**config.mk**
```make
export PLATFORM = sky130hd
export DESIGN_NAME = vector_overlay_scheduler
export DESIGN_NICKNAME = d
export VERILOG_FILES = /design/src/rtl/vector_overlay_scheduler.sv
export SDC_FILE = /design/constraint.sdc
export NUM_CORES = 1
export LEC_CHECK = 0
export CAP_MARGIN = 0
export CELL_PAD_IN_SITES_DETAIL_PLACEMENT = 1
export CELL_PAD_IN_SITES_GLOBAL_PLACEMENT = 1
export CORE_AREA = 2 2 202 204
export DETAILED_ROUTE_END_ITERATION = 7
export DIE_AREA = 0 0 204 206
export GPL_TIMING_DRIVEN = 0
export PLACE_DENSITY_LB_ADDON = 0.1
export SYNTH_ARGS = -nofsm -noshare
export SYNTH_HDL_FRONTEND = slang
export SYNTH_SLANG_ARGS = --single-unit
```
**constraint.sdc**
```tcl
create_clock -name clk -period 4 [get_ports clk]
set_input_delay 0.6 -clock clk [delete_from_list [all_inputs] [get_ports clk]]
set_output_delay 0.6 -clock clk [all_outputs]
set_load 0.1 [all_outputs]
```
**src/rtl/vector_overlay_scheduler.sv**
```systemverilog
// Raster tracker and double-buffered row prefetcher for the vector overlay display path.
// Optional macro VEC_CLAMP_EN folds the most-negative vector component to its symmetric value on write.
module vector_overlay_scheduler #(
  parameter int VECTOR_BOX_WIDTH = 32,
  parameter int CORD_WIDTH       = 5,
  parameter int BOX_COLS         = 20,
  parameter int BOX_ROWS         = 15,
  parameter int ADDR_WIDTH       = 9
) (
  input  logic                    clk,
  input  logic                    rst,
  input  logic                    frame_start,
  input  logic                    line_end,
  input  logic                    pix_valid,
  output logic                    vec_rd_req,
  output logic [ADDR_WIDTH-1:0]   vec_rd_addr,
  input  logic                    vec_rd_ack,
  input  logic                    vec_rd_valid,
  input  logic [2*CORD_WIDTH-1:0] vec_rd_data,
  output logic [CORD_WIDTH-1:0]   pixel_col,
  output logic [CORD_WIDTH-1:0]   pixel_row,
  output logic [CORD_WIDTH-1:0]   vec_x_cord,
  output logic [CORD_WIDTH-1:0]   vec_y_cord,
  output logic                    out_valid,
  output logic                    fetch_overrun
);

  // state  | meaning
  // S_IDLE | no fetch in progress
  // S_REQ  | read request held, waiting for ack
  // S_WAIT | read accepted, waiting for data
  // S_DONE | whole box row written into back bank

  localparam int BCW = (BOX_COLS > 1) ? $clog2(BOX_COLS) : 1;
  localparam int BRW = (BOX_ROWS > 1) ? $clog2(BOX_ROWS) : 1;
  localparam int IW  = $clog2(BOX_COLS + 1);
  localparam int DW  = 2 * CORD_WIDTH;

  typedef enum logic [1:0] {S_IDLE, S_REQ, S_WAIT, S_DONE} state_t;

  logic [CORD_WIDTH-1:0] col_in_box_q, line_in_box_q;
  logic [BCW-1:0]        box_col_q;
  logic [BRW-1:0]        box_row_q;

  state_t                state_q;
  logic                  req_q;
  logic [ADDR_WIDTH-1:0] addr_q;
  logic [IW-1:0]         idx_q;
  logic                  tgt_q, active_q, row0_busy_q, overrun_q;
  logic [1:0]            discard_q, discard_d;
  logic [DW-1:0]         bank_q [2][BOX_COLS];

  logic [CORD_WIDTH-1:0] pixel_col_q, pixel_row_q, vec_x_q, vec_y_q;
  logic                  out_valid_q;

  logic                  busy, line_wrap, line_trig, data_ok, outstanding, discard_dec;
  logic [ADDR_WIDTH-1:0] next_row_base;
  logic [DW-1:0]         wr_data;

  always_comb begin
    busy          = (state_q == S_REQ) || (state_q == S_WAIT);
    line_wrap     = line_end && !frame_start &&
                    (line_in_box_q == CORD_WIDTH'(VECTOR_BOX_WIDTH - 1));
    line_trig     = line_end && !frame_start && (line_in_box_q == '0) &&
                    (box_row_q < BRW'(BOX_ROWS - 1));
    discard_dec   = vec_rd_valid && (discard_q != 2'd0);
    data_ok       = vec_rd_valid && (discard_q == 2'd0) && (state_q == S_WAIT);
    // A read still in flight when a fetch is abandoned must have its data dropped later.
    outstanding   = ((state_q == S_WAIT) && !data_ok) || ((state_q == S_REQ) && vec_rd_ack);
    discard_d     = discard_q - {1'b0, discard_dec} +
                    {1'b0, (frame_start || (line_wrap && busy)) && outstanding};
    next_row_base = ADDR_WIDTH'((32'(box_row_q) + 32'd1) * 32'(BOX_COLS));
    wr_data       = vec_rd_data;
`ifdef VEC_CLAMP_EN
    if (vec_rd_data[CORD_WIDTH-1:0] == {1'b1, {(CORD_WIDTH-1){1'b0}}})
      wr_data[CORD_WIDTH-1:0] = {1'b1, {(CORD_WIDTH-2){1'b0}}, 1'b1};
    if (vec_rd_data[DW-1:CORD_WIDTH] == {1'b1, {(CORD_WIDTH-1){1'b0}}})
      wr_data[DW-1:CORD_WIDTH] = {1'b1, {(CORD_WIDTH-2){1'b0}}, 1'b1};
`else
    wr_data       = vec_rd_data;
`endif
  end

  always_ff @(posedge clk) begin
    if (rst || frame_start) begin
      col_in_box_q  <= '0;
      box_col_q     <= '0;
      line_in_box_q <= '0;
      box_row_q     <= '0;
    end else if (line_end) begin
      col_in_box_q <= '0;
      box_col_q    <= '0;
      if (line_in_box_q == CORD_WIDTH'(VECTOR_BOX_WIDTH - 1)) begin
        line_in_box_q <= '0;
        if (box_row_q < BRW'(BOX_ROWS - 1)) box_row_q <= box_row_q + 1'b1;
      end else begin
        line_in_box_q <= line_in_box_q + 1'b1;
      end
    end else if (pix_valid) begin
      if (col_in_box_q == CORD_WIDTH'(VECTOR_BOX_WIDTH - 1)) begin
        col_in_box_q <= '0;
        if (box_col_q < BCW'(BOX_COLS - 1)) box_col_q <= box_col_q + 1'b1;
      end else begin
        col_in_box_q <= col_in_box_q + 1'b1;
      end
    end
  end

  always_ff @(posedge clk) begin
    if (rst) begin
      state_q     <= S_IDLE;
      req_q       <= 1'b0;
      addr_q      <= '0;
      idx_q       <= '0;
      tgt_q       <= 1'b0;
      active_q    <= 1'b0;
      row0_busy_q <= 1'b0;
      overrun_q   <= 1'b0;
      discard_q   <= '0;
      pixel_col_q <= '0;
      pixel_row_q <= '0;
      vec_x_q     <= '0;
      vec_y_q     <= '0;
      out_valid_q <= 1'b0;
      for (int i = 0; i < BOX_COLS; i++) begin
        bank_q[0][i] <= '0;
        bank_q[1][i] <= '0;
      end
    end else begin
      discard_q   <= discard_d;
      out_valid_q <= pix_valid;
      if (pix_valid) begin
        pixel_col_q <= col_in_box_q;
        pixel_row_q <= line_in_box_q;
        if (row0_busy_q) begin
          vec_x_q   <= '0;
          vec_y_q   <= '0;
          overrun_q <= 1'b1;
        end else begin
          {vec_y_q, vec_x_q} <= bank_q[active_q][box_col_q];
        end
      end

      if (frame_start) begin
        state_q     <= S_REQ;
        req_q       <= 1'b1;
        addr_q      <= '0;
        idx_q       <= '0;
        tgt_q       <= 1'b0;
        active_q    <= 1'b0;
        row0_busy_q <= 1'b1;
        overrun_q   <= 1'b0;
      end else if (line_wrap) begin
        // A late fetch keeps the current bank on screen rather than a half-written one.
        if (busy) begin
          state_q     <= S_IDLE;
          req_q       <= 1'b0;
          row0_busy_q <= 1'b0;
          overrun_q   <= 1'b1;
        end else begin
          active_q <= ~active_q;
          if (state_q == S_DONE) state_q <= S_IDLE;
        end
      end else begin
        case (state_q)
          S_IDLE, S_DONE: begin
            if (line_trig) begin
              state_q <= S_REQ;
              req_q   <= 1'b1;
              addr_q  <= next_row_base;
              idx_q   <= '0;
              tgt_q   <= ~active_q;
            end
          end
          S_REQ: begin
            if (vec_rd_ack) begin
              req_q   <= 1'b0;
              state_q <= S_WAIT;
            end
          end
          S_WAIT: begin
            if (data_ok) begin
              bank_q[tgt_q][BCW'(idx_q)] <= wr_data;
              if (idx_q == IW'(BOX_COLS - 1)) begin
                state_q     <= S_DONE;
                row0_busy_q <= 1'b0;
              end else begin
                state_q <= S_REQ;
                req_q   <= 1'b1;
                addr_q  <= addr_q + 1'b1;
                idx_q   <= idx_q + 1'b1;
              end
            end
          end
          default: state_q <= S_IDLE;
        endcase
      end
    end
  end

  assign vec_rd_req    = req_q;
  assign vec_rd_addr   = addr_q;
  assign pixel_col     = pixel_col_q;
  assign pixel_row     = pixel_row_q;
  assign vec_x_cord    = vec_x_q;
  assign vec_y_cord    = vec_y_q;
  assign out_valid     = out_valid_q;
  assign fetch_overrun = overrun_q;

endmodule

```
Word level (Yosys, flattened, before mapping)
Memory sizes are Yosys's and may differ from the RTL's. A register that Yosys moved wholly into a read port is not among the register bits.
Cells that the tools add are included.
W data, S select, Z words.
Cells by class
  equality and inequality tests: 19
  multiplexer cells: 56
  reductions and logical operators: 39
  bitwise gates (word level): 5
  multiply operators: 1
  $add $sub $neg: 9
  order comparisons: 5
Operator list (count)
  $mux W200: 3
  $reduce_or A200 Y1: 1
  $bmux W10 S5: 1
  $demux W10 S5: 1
  $mux W5: 7
  $mux W10: 3
  $mux W1: 27
  $mux W9: 3
  $add A5 B1 Y5 const B: 4
  $pmux W9 S2: 1
  $ne A4 B4 Y1 const B: 4
  $eq A5 B5 Y1 const B: 3
  $mux W2: 7
  $ge A6 B6 Y1 const B: 2
  $logic_and A1 B1 Y1: 12
  $ne A3 B3 Y1 const B: 4
  $not A5 Y6: 2
  $reduce_and A4 Y1: 3
  $pmux W5 S2: 1
  $reduce_and A5 Y1: 2
  $add A9 B1 Y9 const B: 1
  $reduce_and A3 Y1: 3
  $reduce_bool A3 Y1: 3
  $mul A5 B3 Y7 const B: 1
  other kinds (22): 35
Storage, ports and cells
  memories kept: 1
  memory bits (writable): 400
  input bits: 17
  output and inout bits: 32
  register bits: 63
  word-level logic and storage cells: 154
Memory list
  bank_q: depth 2, width 200, rd ports 1, clocked after memory_dff 1, wr ports 2, RTL line 51  | logic [DW-1:0] bank_q [2][BOX_COLS];

Logic depth before layout (Yosys ltp)
  depth after elaboration: 11
  gate-level depth with buffers: 13
  depth with buffers taken out: 13

Worst setup path before layout
No wires, ideal clock.
  path type: input to register
  start: in line_end
  end: reg addr_q[4] (netlist: vec_rd_addr[4])
  setup time: 134 ps
  path buffers: 3
  stages on the path: 8
  required time: 3866 ps
  slack: 1451 ps
  arrival time: 2415 ps
  path through: buf_4 > or4b_1 > o31a_1 > or4_1 > buf_2 > buf_6 > a21oi_1 > o32ai_2
Between the ends
  cells in the longest elaborated chain, start to end: 5
  elaborated cells between the ends (all ways): 7
  classes of those cells: eq/ne: 1; bitwise: 1; reduce/logical: 5
RTL lines
  start: declaration: RTL line 13  | input logic line_end,
  $logic_and A1 B1 Y1 *: RTL line 62, 64
  $logic_and A1 B1 Y1 (2 in a row): RTL line 64  | line_trig = line_end && !frame_start && (line_in_box_q == '0) &&
  $ne A2 B2 Y1 (no line)
  $reduce_and A5 Y1 (no line) *
  end signal: assignment: RTL line 170  | addr_q <= next_row_base;
  end signal: assignment: RTL line 190  | addr_q <= addr_q + 1'b1;
  end: declaration: RTL line 47  | logic [ADDR_WIDTH-1:0] addr_q;
Every way passes the cells marked *; elsewhere a longest branch is shown, timed or not.
A chain may end at the register's enable or synchronous reset.

Worst setup path in the final report
  start: reg box_col_q[1]
  end: reg vec_y_q[0] (netlist: vec_y_cord[0])
Between the ends
  cells in the longest elaborated chain, start to end: 5
RTL lines
  start: declaration: RTL line 42  | logic [BCW-1:0] box_col_q;
  start signal: assignment: RTL line 102  | if (box_col_q < BCW'(BOX_COLS - 1)) box_col_q <= box_col_q + 1'b1;
  $not A5 Y6 (implied by the code): RTL line 140  | {vec_y_q, vec_x_q} <= bank_q[active_q][box_col_q];
  $bmux W10 S5: RTL line 140
  $mux W10 (implied by the code) (2 in a row): RTL line 140
  $mux W5: RTL line 135  | if (row0_busy_q) begin
  end signal: assignment: RTL line 140
  end: declaration: RTL line 53  | logic [CORD_WIDTH-1:0] pixel_col_q, pixel_row_q, vec_x_q, vec_y_q;
No other way between the ends. The select of a mux whose other input is x is not followed.

==> metrics.csv <==
metric,value,unit
status,"complete, no violations",
min-delay worst type,input pin to flip-flop,
first-pass GRT wire length,101000,µm
"most common cell after layout, fill and taps aside",and2_1,
startpoint types,flip-flop,
clk_lat worst skew,0.60,ns
area delta synth->final,11.3,%
row cnt,74,
gr ovfl total,0,
Synth warnings,0,
Worst Min Path Start,line_end,
fraction of layout cells with a size suffix above 1,11.1,%
syn nets,1701,
worst endpoint data arrival time,4.13,ns
CTS tree,built,
RSZ-0062 raised after global routing,no,
crit path kind,flip-flop to flip-flop,
R2R Path Start,box_col_q[1],
Clock Skew,0.0263,ns
fraction of the mapped netlist area in simple logic gates,18.0,%
worst r2r dst,vec_y_cord[0],
most frequent cells in the layout,"and2_1 (403), edfxtp_1 (400), clkbuf_1 (147), nor2_1 (116), mux2i_1 (98)",
Total Wirelength,70600,µm
Max Root-Sink Buffers,3,
PortBufs,35,
"Setup Fix Bufs, Post-CTS",0,
period utilization,92.4,%
static leakage,8.30,nW
synth top area cells,"edfxtp_1 (55%), and2_1 (12%), mux4_2 (7.1%)",
non-filler instance count after layout,2323,
cell area after synthesis,21700,µm²
final hold vios,0,
vias per cell,6.25,
largest family of logic cells by synthesized area,simple AND/OR/NAND/NOR gates,
Slew @ Worst Pin,1.32,ns
Yosys top cell area share,55.2,%
Final Max Slew Viols,0,
die width,204,µm
Core Area,40200,µm²
RD Place Congestion,0.926,
post-synth cell types,52,
Max Clk Rate,271,MHz
Post-synth EDFFs,400,
number of fill cells,3971,
initial DRC count,1626,
CTS HTree Levels,2,
antenna violations before repair,10,
number of CTS-inserted buffers,48,
Sink Count,464,
CTS root buf,clkbuf_16,
Vert. Die Dim,206,µm
"Seq/Total Area, Yosys",61.1,%
Synth Instances,1663,
Slew HR,11.3,%
Hold Path Sink,line_in_box_q[1],
hold buffer count at CTS,0,
CP endpoint kind,flip-flop,
Worst IR Drop VDD,0.331,mV
Hold Path Depth,3,
post_cts resized,0,
worst reg-to-reg path cell count,8,
via count,14514,
syn avg cell area,13.1,µm²
max_cap viols,0,
vias in the first global route,15029,
# IOs,49,
Hold Slack,0.367,ns
die footprint,42000,µm²
largest area contributor in the netlist,edfxtp_1,
drt pass-1 iters,5,
XOR/XNOR Fraction of Synth Area,0.564,%
post-synthesis adder-cell area fraction,1.24,%
Nets,1786,
post-layout min period,3.70,ns
final setup fails,0,
worst-path fanout max,10,
DRC,0,
"Top FF cell, synth",edfxtp_1,
synthesis-stage register bit count,464,
largest net degree at the start of global routing,14,
mux share of post-synthesis cell area,11.7,%
GRT Total Usage,34.2,%
flop2flop setup slack,0.30,ns
Starting Density,54.1,%
Compound-Gate Fraction of Synth Area,4.36,%
clock-pin slew on the worst setup and hold paths,0.06,ns
Final TNS setup,0,ns
post-DR wirelength/cell,30.4,µm
DP HPWL,48200,µm
Synth async-reset ratio,0,%
Required @ worst endpoint,4.44,ns
post-route ant nets,0,
Power Density,429,nW/µm²
cell total after placement,2230,
flip-flops by register name (all words and copies together), names as in the netlist, 4 cells and up, named ones only:
| name | count |
|---|---|
| vec_y_cord | 5 |
| idx_q | 5 |
| bank_q | 400 |
| box_row_q | 4 |
| pixel_row | 5 |
| col_in_box_q | 5 |
| vec_x_cord | 5 |
| vec_rd_addr | 9 |
| pixel_col | 5 |
| line_in_box_q | 5 |
| box_col_q | 5 |
worst max-delay path by stage:
stage / startpoint / endpoint / slack [ns] / cells past startpoint
after floorplan: line_end / vec_rd_addr[4] / 1.45 / 8
after global placement: box_col_q[1] / vec_y_cord[0] / 0.11 / 8
after detailed placement: box_col_q[1] / vec_x_cord[2] / 0.09 / 8
after CTS: box_col_q[1] / vec_x_cord[2] / 0.05 / 8
after global routing: box_col_q[1] / vec_y_cord[0] / 0.27 / 8
final: box_col_q[1] / vec_y_cord[0] / 0.30 / 8
synthesized netlist by cell type (3+ instances only):
cell type / instances
xor2_1: 8
o21a_1: 3
or3_1: 3
nand3_1: 25
nor3_1: 12
xnor2_1: 6
buf_1: 4
a221o_1: 7
nand4_1: 10
and3_1: 4
nand3b_1: 4
dfxtp_1: 64
edfxtp_1: 400
and2_1: 403
mux2i_1: 98
o21ai_0: 20
nand2b_1: 8
clkbuf_1: 126
a21oi_1: 36
nor2b_1: 13
o22ai_1: 19
or2_2: 43
a22oi_1: 33
a211oi_1: 3
nor3b_1: 4
ha_1: 20
inv_1: 14
o31ai_1: 3
a211o_1: 4
buf_2: 18
mux4_2: 69
nand2_1: 35
nor2_1: 116
nor4_1: 3
power breakdown:
part	switching (W)	internal [W]
Combinational	0.000462	0.000168
Sequential	0.0000770	0.00544
Clock	0.00189	0.00233
Total	0.00243	0.00795
final cells by class:
type,instances,area (µm²),share of cell area [%]
antenna,4,10.0,0.0414
buffer,150,598,2.47
clock buffer,74,1360,5.62
clock inverter,15,71.3,0.295
inverter,15,56.3,0.233
multi-input combinational,1034,7800,32.2
sequential,464,13300,54.9
tap,532,666,2.75
timing repair buffer,35,350,1.45
metal layers:
metal	up-vias	global-route usage [%]	part of all wire, %
met5	-	0	0
met4	0	15.6	4.6
met3	166	7.19	9.9
met2	767	54.6	47
met1	7456	45.3	39
li1	6125	-	-
through the flow:
stage | total power [W] | area (µm²) | util [%] | setup WS (ns)
global placement | 0.00621 | 22800 | 56.6 | 0.114
CTS | 0.0104 | 24200 | 60.2 | 0.0529
global route | 0.0106 | 24200 | 60.2 | 0.267
detailed placement | 0.00624 | 22800 | 56.6 | 0.0858
finish | 0.0104 | 24200 | 60.2 | 0.303
floorplan | 0.00596 | 21700 | - | 1.45
cell families after synthesis:
| kind of cell | count (synthesis) |
|---|---|
| AOI/OAI and AO/OA | 142 |
| xor gates and xnor gates | 14 |
| adders and majority gates | 21 |
| buffers and inverters | 165 |
| DFF | 464 |
| muxes | 167 |
| and+or+nand+nor | 690 |
worst max-delay path, cell delays in order, from the launching register on:
cell	delay, ns
dfxtp_1	0.35
clkbuf_1	0.60
clkbuf_1	0.66
clkbuf_2	0.54
nand2_1	0.34
o22ai_1	0.43
nor2_1	0.10
nor2_1	0.37
o22ai_1	0.15
Note: power is estimated with default switching activity, not from simulation.
